$ cat src/rtl/pipeline_hazard_controller_pkg.sv
// Shared definitions for the pipeline hazard controller: FSM encodings,
// the bundle of per-register control strobes, and the canned strobe patterns.
package pipeline_hazard_controller_pkg;

  localparam int HC_STATE_BITS         = 2;
  localparam int HC_NUM_REGISTERS_LOG2 = 5;

  typedef enum logic [HC_STATE_BITS-1:0] {
    HC_RUN      = 2'd0,
    HC_MEM_WAIT = 2'd1,
    HC_ERROR    = 2'd2
  } hc_state_t;

  // One stall/flush/nop triple per pipeline register, plus the PC strobes.
  typedef struct packed {
    logic pc_stall;
    logic pc_redirect;
    logic if_id_stall;
    logic if_id_flush;
    logic if_id_nop;
    logic id_ex_stall;
    logic id_ex_flush;
    logic id_ex_nop;
    logic ex_mem_stall;
    logic ex_mem_flush;
    logic ex_mem_nop;
    logic mem_wb_stall;
    logic mem_wb_flush;
    logic mem_wb_nop;
  } hc_ctrl_t;

  localparam hc_ctrl_t HC_CTRL_IDLE = '0;

  // Reset: hold PC, every register flushed to a nop, nothing stalled.
  localparam hc_ctrl_t HC_CTRL_RESET = '{
    pc_stall: 1'b1, pc_redirect: 1'b0,
    if_id_stall: 1'b0,  if_id_flush: 1'b1,  if_id_nop: 1'b1,
    id_ex_stall: 1'b0,  id_ex_flush: 1'b1,  id_ex_nop: 1'b1,
    ex_mem_stall: 1'b0, ex_mem_flush: 1'b1, ex_mem_nop: 1'b1,
    mem_wb_stall: 1'b0, mem_wb_flush: 1'b1, mem_wb_nop: 1'b1
  };

  // Data-memory wait: freeze everything up to EX/MEM, feed bubbles into WB.
  // MEM/WB takes a flush rather than a stall so the two never collide.
  localparam hc_ctrl_t HC_CTRL_WAIT = '{
    pc_stall: 1'b1, pc_redirect: 1'b0,
    if_id_stall: 1'b1,  if_id_flush: 1'b0,  if_id_nop: 1'b0,
    id_ex_stall: 1'b1,  id_ex_flush: 1'b0,  id_ex_nop: 1'b0,
    ex_mem_stall: 1'b1, ex_mem_flush: 1'b0, ex_mem_nop: 1'b0,
    mem_wb_stall: 1'b0, mem_wb_flush: 1'b1, mem_wb_nop: 1'b0
  };

  // Mispredict: load the resolved target and squash the two younger stages.
  localparam hc_ctrl_t HC_CTRL_REDIRECT = '{
    pc_stall: 1'b0, pc_redirect: 1'b1,
    if_id_stall: 1'b0,  if_id_flush: 1'b1,  if_id_nop: 1'b0,
    id_ex_stall: 1'b0,  id_ex_flush: 1'b1,  id_ex_nop: 1'b0,
    ex_mem_stall: 1'b0, ex_mem_flush: 1'b0, ex_mem_nop: 1'b0,
    mem_wb_stall: 1'b0, mem_wb_flush: 1'b0, mem_wb_nop: 1'b0
  };

  // Load-use: hold the consumer in ID for one cycle, bubble into EX.
  localparam hc_ctrl_t HC_CTRL_LOAD_USE = '{
    pc_stall: 1'b1, pc_redirect: 1'b0,
    if_id_stall: 1'b1,  if_id_flush: 1'b0,  if_id_nop: 1'b0,
    id_ex_stall: 1'b0,  id_ex_flush: 1'b1,  id_ex_nop: 1'b0,
    ex_mem_stall: 1'b0, ex_mem_flush: 1'b0, ex_mem_nop: 1'b0,
    mem_wb_stall: 1'b0, mem_wb_flush: 1'b0, mem_wb_nop: 1'b0
  };

endpackage

$ cat src/rtl/pipeline_hazard_controller_load_use.sv
// Load-use hazard compare: the load in EX writes a register the ID
// instruction reads. Register 0 is hardwired and never creates a hazard.
module hazard_load_use_detect
  import pipeline_hazard_controller_pkg::*;
#(
  parameter int REG_W = HC_NUM_REGISTERS_LOG2
) (
  input  logic [REG_W-1:0] i_id_rs,
  input  logic [REG_W-1:0] i_id_rt,
  input  logic             i_id_uses_rt,
  input  logic             i_ex_mem_to_reg,
  input  logic [REG_W-1:0] i_ex_reg_dst,
  output logic             o_load_use
);

  logic w_rs_match;
  logic w_rt_match;

  assign w_rs_match = (i_ex_reg_dst == i_id_rs);
  assign w_rt_match = i_id_uses_rt & (i_ex_reg_dst == i_id_rt);
  assign o_load_use = i_ex_mem_to_reg & (i_ex_reg_dst != '0) & (w_rs_match | w_rt_match);

endmodule

$ cat src/rtl/pipeline_hazard_controller.sv
// Central sequencer for the IF/ID, ID/EX, EX/MEM and MEM/WB registers:
// resolves load-use, mispredict and data-memory wait hazards, keeps
// saturating stall/flush counters and a sticky memory-timeout flag.
module pipeline_hazard_controller
  import pipeline_hazard_controller_pkg::*;
#(
  parameter int NUM_REGISTERS_LOG2 = HC_NUM_REGISTERS_LOG2,
  parameter int CNT_WIDTH          = 32,
  parameter int MEM_TIMEOUT        = 255
) (
  input  logic                          clk,
  input  logic                          reset_n,
  input  logic [NUM_REGISTERS_LOG2-1:0] id_rs,
  input  logic [NUM_REGISTERS_LOG2-1:0] id_rt,
  input  logic                          id_uses_rt,
  input  logic                          ex_mem_to_reg,
  input  logic [NUM_REGISTERS_LOG2-1:0] ex_reg_dst,
  input  logic                          mem_req,
  input  logic                          mem_ready,
  input  logic                          mispredict,
  output logic                          pc_stall,
  output logic                          pc_redirect,
  output logic                          if_id_stall,
  output logic                          if_id_flush,
  output logic                          if_id_nop,
  output logic                          id_ex_stall,
  output logic                          id_ex_flush,
  output logic                          id_ex_nop,
  output logic                          ex_mem_stall,
  output logic                          ex_mem_flush,
  output logic                          ex_mem_nop,
  output logic                          mem_wb_stall,
  output logic                          mem_wb_flush,
  output logic                          mem_wb_nop,
  output logic [HC_STATE_BITS-1:0]      state,
  output logic [CNT_WIDTH-1:0]          stall_count,
  output logic [CNT_WIDTH-1:0]          flush_count,
  output logic                          mem_timeout
);

  hc_state_t            r_state;
  logic                 r_pending;
  logic [15:0]          r_wait_cnt;
  logic [CNT_WIDTH-1:0] r_stall_count;
  logic [CNT_WIDTH-1:0] r_flush_count;
  logic                 r_mem_timeout;

  hc_state_t   w_state_next;
  logic        w_pending_next;
  logic [15:0] w_wait_next;
  logic [16:0] w_wait_inc;
  logic        w_timeout_hit;
  logic        w_flush_inc;
  logic        w_stall_inc;
  logic        w_load_use;
  hc_ctrl_t    w_ctrl;

  hazard_load_use_detect #(
    .REG_W(NUM_REGISTERS_LOG2)
  ) u_load_use (
    .i_id_rs        (id_rs),
    .i_id_rt        (id_rt),
    .i_id_uses_rt   (id_uses_rt),
    .i_ex_mem_to_reg(ex_mem_to_reg),
    .i_ex_reg_dst   (ex_reg_dst),
    .o_load_use     (w_load_use)
  );

  // The cycle entering a wait from RUN is wait cycle 1; each further
  // unready MEM_WAIT cycle adds one. Reaching MEM_TIMEOUT means error.
  assign w_wait_inc    = (r_state == HC_RUN) ? 17'd1 : {1'b0, r_wait_cnt} + 17'd1;
  assign w_timeout_hit = (w_wait_inc >= 17'(MEM_TIMEOUT));

  // Next-state and control strobes from current state and hazard inputs.
  always_comb begin
    // NOTE: every signal written here gets a default first, so no path can leave one unassigned and infer a latch.
    w_ctrl         = HC_CTRL_IDLE;
    w_state_next   = r_state;
    w_pending_next = r_pending;
    w_wait_next    = r_wait_cnt;
    w_flush_inc    = 1'b0;
    if (!reset_n) begin
      w_ctrl = HC_CTRL_RESET;
    end else begin
      unique case (r_state)
        HC_RUN: begin
          if (mem_req && !mem_ready) begin
            w_ctrl         = HC_CTRL_WAIT;
            w_pending_next = mispredict;
            w_wait_next    = w_wait_inc[15:0];
            w_state_next   = w_timeout_hit ? HC_ERROR : HC_MEM_WAIT;
          end else if (mispredict) begin
            w_ctrl      = HC_CTRL_REDIRECT;
            w_flush_inc = 1'b1;
          end else if (w_load_use) begin
            w_ctrl = HC_CTRL_LOAD_USE;
          end
        end
        HC_MEM_WAIT: begin
          if (mem_ready) begin
            // Release cycle: a deferred (or fresh) redirect beats load-use.
            if (r_pending || mispredict) begin
              w_ctrl      = HC_CTRL_REDIRECT;
              w_flush_inc = 1'b1;
            end else if (w_load_use) begin
              w_ctrl = HC_CTRL_LOAD_USE;
            end
            w_pending_next = 1'b0;
            w_wait_next    = '0;
            w_state_next   = HC_RUN;
          end else begin
            w_ctrl         = HC_CTRL_WAIT;
            w_pending_next = r_pending | mispredict;
            w_wait_next    = w_wait_inc[15:0];
            w_state_next   = w_timeout_hit ? HC_ERROR : HC_MEM_WAIT;
          end
        end
        HC_ERROR: begin
          w_ctrl = HC_CTRL_WAIT;
        end
        default: begin
          w_ctrl       = HC_CTRL_WAIT;
          w_state_next = HC_ERROR;
        end
      endcase
    end
  end

  assign w_stall_inc = w_ctrl.pc_stall & (r_state != HC_ERROR);

  // State, wait counter, pending redirect, perf counters and error flag.
  always_ff @(posedge clk) begin
    // NOTE: non-blocking assignments here so every register samples pre-edge values regardless of statement order.
    if (!reset_n) begin
      r_state       <= HC_RUN;
      r_pending     <= 1'b0;
      r_wait_cnt    <= '0;
      r_stall_count <= '0;
      r_flush_count <= '0;
      r_mem_timeout <= 1'b0;
    end else begin
      r_state    <= w_state_next;
      r_pending  <= w_pending_next;
      r_wait_cnt <= w_wait_next;
      if (w_stall_inc && (r_stall_count != '1)) r_stall_count <= r_stall_count + 1'b1;
      if (w_flush_inc && (r_flush_count != '1)) r_flush_count <= r_flush_count + 1'b1;
      if (w_state_next == HC_ERROR) r_mem_timeout <= 1'b1;
    end
  end

  assign pc_stall     = w_ctrl.pc_stall;
  assign pc_redirect  = w_ctrl.pc_redirect;
  assign if_id_stall  = w_ctrl.if_id_stall;
  assign if_id_flush  = w_ctrl.if_id_flush;
  assign if_id_nop    = w_ctrl.if_id_nop;
  assign id_ex_stall  = w_ctrl.id_ex_stall;
  assign id_ex_flush  = w_ctrl.id_ex_flush;
  assign id_ex_nop    = w_ctrl.id_ex_nop;
  assign ex_mem_stall = w_ctrl.ex_mem_stall;
  assign ex_mem_flush = w_ctrl.ex_mem_flush;
  assign ex_mem_nop   = w_ctrl.ex_mem_nop;
  assign mem_wb_stall = w_ctrl.mem_wb_stall;
  assign mem_wb_flush = w_ctrl.mem_wb_flush;
  assign mem_wb_nop   = w_ctrl.mem_wb_nop;
  assign state        = r_state;
  assign stall_count  = r_stall_count;
  assign flush_count  = r_flush_count;
  assign mem_timeout  = r_mem_timeout;

endmodule

$ cat config.mk
export PLATFORM = sky130hd
export DESIGN_NAME = pipeline_hazard_controller
export DESIGN_NICKNAME = d
export VERILOG_FILES = /design/src/rtl/pipeline_hazard_controller_pkg.sv /design/src/rtl/pipeline_hazard_controller_load_use.sv /design/src/rtl/pipeline_hazard_controller.sv
export SDC_FILE = /design/constraint.sdc
export NUM_CORES = 1
export LEC_CHECK = 0
export CAP_MARGIN = 40
export CORE_UTILIZATION = 35
export DETAILED_ROUTE_END_ITERATION = 8
export GPL_ROUTABILITY_DRIVEN = 0
export PLACE_DENSITY_LB_ADDON = 0.25
export SLEW_MARGIN = 20
export SYNTH_ARGS = -nofsm -noshare
export SYNTH_HDL_FRONTEND = slang
export SYNTH_SLANG_ARGS = --single-unit
$ cat constraint.sdc
create_clock -name clk -period 4.95 [get_ports clk]
set_input_delay 0.99 -clock clk [delete_from_list [all_inputs] [get_ports clk]]
set_output_delay 0.99 -clock clk [all_outputs]
set_load 0.03 [all_outputs]
==> results.cfg <==
[timing]
final-hold-violation-count = 0
rsz0062_at_grt = false
fin_skew_ns = 0.00823
drv_slew = 0
max_freq_ghz = 0.235
fin_tns_setup_ns = 0
setup_viol = 0
fin_crit_ns = 4.26
layout_setup_ws_ns = 0.693
tightest_slew_ns = 0.737
maxSlewHeadroom_pct = 50.7
hold_ws_ns = 0.477
fin_crit_sh_pct = 86.0

[synthesis]
muxShareOfSynthArea_pct = 4.69
syn_area_per_cell_um2 = 7.89
netlist_top_cells_area = dfxtp_1 34%, nand2_1 5.2%, xnor2_1 4.8%, mux2i_1 4.7%, nor2_1 3.9%
synthXorXnorAreaFrac_pct = 5.71
synth_top_cell_area_share_pct = 34.3
ys_warn_count = 0
yosys-top-cells-count = 84 x dfxtp_1, 68 x nand2_1, 51 x nor2_1
ys_ff_latch = 84
synthesis.area_um2 = 4910
synth_fp_nets = 647
ys_seq_area_share_pct = 34.3
synth_compound_area_share_pct = 13.8
syn_inst = 622
synth_edf_count = 0
synth-main-ff-cell = dfxtp_1
synth_top_cell_by_area = dfxtp_1
synth.most_common_cell = dfxtp_1
synth.distinct_cells = 64
synth_top_family_by_area = simple AND/OR/NAND/NOR gates
synth_simple_gate_area_share_pct = 35.2
async_flop_share_pct = 0
synthAdderAreaFrac_pct = 0.765

[detailed_routing]
wl_um = 13000
ant_nets = 0
vias_per_cell = 5.51
vias = 4840
drcViolationCount = 0
avgRoutedWirePerCell_um = 14.7
drt-initial-drc-count = 249
firstDrtPassIters = 6

[critical_path]
path_max_fanout = 13
end_kind = primary output
start_kind = primary input
rr_worst_depth = 7
reg2reg_setup_slack_ns = 2.51
max_stage_delay_ns = 0.78
cpMaxStageDelayCell = clkdlybuf4s50_1
worstReg2RegStart = r_wait_cnt[0]
cp.required_ns = 3.96
r2r_end = mem_timeout
critPathKind = primary input to primary output
crit_chain = clkdlybuf4s50_1 -> or3b_4 -> o22ai_2 -> clkdlybuf4s50_1
crit_arrival_ns = 3.27
cpMostUsedCell = clkdlybuf4s50_1

[clock_network]
ctsResizeCount = 0
clockBufferDepth = 2
clock-sinks = 84
cts_made_buffers = 9
clkTransAtPathRegs_ns = 0.06
cts-root-buf = clkbuf_16
cts_tree = yes
htreeDepth = 3
insertion_delay_ns = 0.34
holdBufCountCts = 0
cts_setup_buffers = 0

[die]
io_pins = 103
fp.dieW_um = 120
fp-row-count = 42
core_region_area_um2 = 13500
dieArea_um2 = 14500
die_height_um = 120
start_util_pct = 36.5

[cells_and_area]
syn2layout_area_growth_pct = 27.4
postLayoutCellArea_um2 = 6250
fin_nets = 723
final_core_util_pct = 46.5
finalNonFillerCells = 879
antenna_cells = 0
layout-drive-gt1-share_pct = 6.97
final.fill_count = 1356

[global_route]
grt_start_max_net_pins = 59
grt_use_total_pct = 18.2
grt_pass1_wl_um = 21500
grt_pass1_vias = 4495
antenna_found_initial = 0
grt_overflow = 0

[min_path]
hold_path_startpoint = mem_timeout
holdPathEnd = mem_timeout
hold_class = flop to flop
whs_path_depth = 1

[power_and_ir_drop]
p_leak_nw = 2.00
powerDensity_nw_per_um2 = 240
finalPower_mw = 1.50
ir_drop_v = 0.000136

[placed_design]
pre_cts_ws_ns = 0.732
dp.cells = 863
dpl_cell_area_um2 = 5960
place_hpwl_um = 9130
io_buffers = 101

[job]
cap_viol_max_count = 0

[outcome]
status = completed
==> cells by family (layout without fill, tap and decap cells) <==
group / count (synthesis) / count (layout)
AO/OA/AOI/OAI: 105 / 105
XOR/XNOR: 32 / 32
adder cells (fa/ha/maj): 3 / 3
buffers and inverters: 54 / 135
flip-flops: 84 / 84
multiplexers: 23 / 23
other: 1 / 1
AND/OR/NAND/NOR: 320 / 320
==> worst max path at each step <==
stage | startpoint | end | slack, ns | depth (start not counted)
2_1_floorplan | reset_n | id_ex_stall | 1.42 | 5
3_3_place_gp | mispredict | pc_redirect | 0.73 | 4
3_5_place_dp | mispredict | pc_redirect | 0.73 | 4
4_1_cts | mispredict | pc_redirect | 0.72 | 4
5_1_grt | ex_reg_dst[1] | pc_stall | 0.55 | 7
6_report | mispredict | pc_redirect | 0.69 | 4
==> critical path, delay by kind of cell <==
family          cells  cell delay, ns
simple gates        1            0.42
buf+inv             2            1.36
compound gates      1            0.49
==> power breakdown <==
part           switching [mW]  internal (mW)  total (mW)
combinational          0.0956         0.0621       0.158
sequential            0.00791          0.681       0.689
clock                   0.287          0.368       0.654
==> flip-flops by register name, indices dropped and copies added, names as in the netlist <==
register and count:
state 2, mem_timeout 1, r_pending 1, r_wait_cnt 16, flush_count 32, stall_count 32
==> placed cells by master (no fill, tap or decap), types with 13 or more instances in the layout <==
cell,n
xnor2_1,27
dfxtp_1,84
nand4_1,28
a21oi_1,34
o21ai_0,29
or3_1,16
nand2_1,68
nand3_1,32
clkdlybuf4s50_1,100
mux2i_1,23
nor2_1,51
nand2b_1,17
and3_1,13
nor3_1,32
==> per-layer routing <==
| layer | track usage, % | part of all wire [%] |
|---|---|---|
| met1 | 24.6 | 49 |
| met2 | 27.9 | 43 |
| met3 | 3.40 | 5.6 |
| met4 | 8.56 | 2.5 |
| met5 | 0 | 0 |
==> final cells by class <==
cell class	instances	area [µm²]	area share, %
multi-input cells	484	2960	47.3
flip-flops and latches	84	1680	26.9
repair buffers	108	1060	17.0
clock buffers	11	253	4.04
well taps	176	220	3.52
inverters	11	41.3	0.660
clock inverters	5	36.3	0.580
No activity file was read; power rests on OpenSTA's default activity.
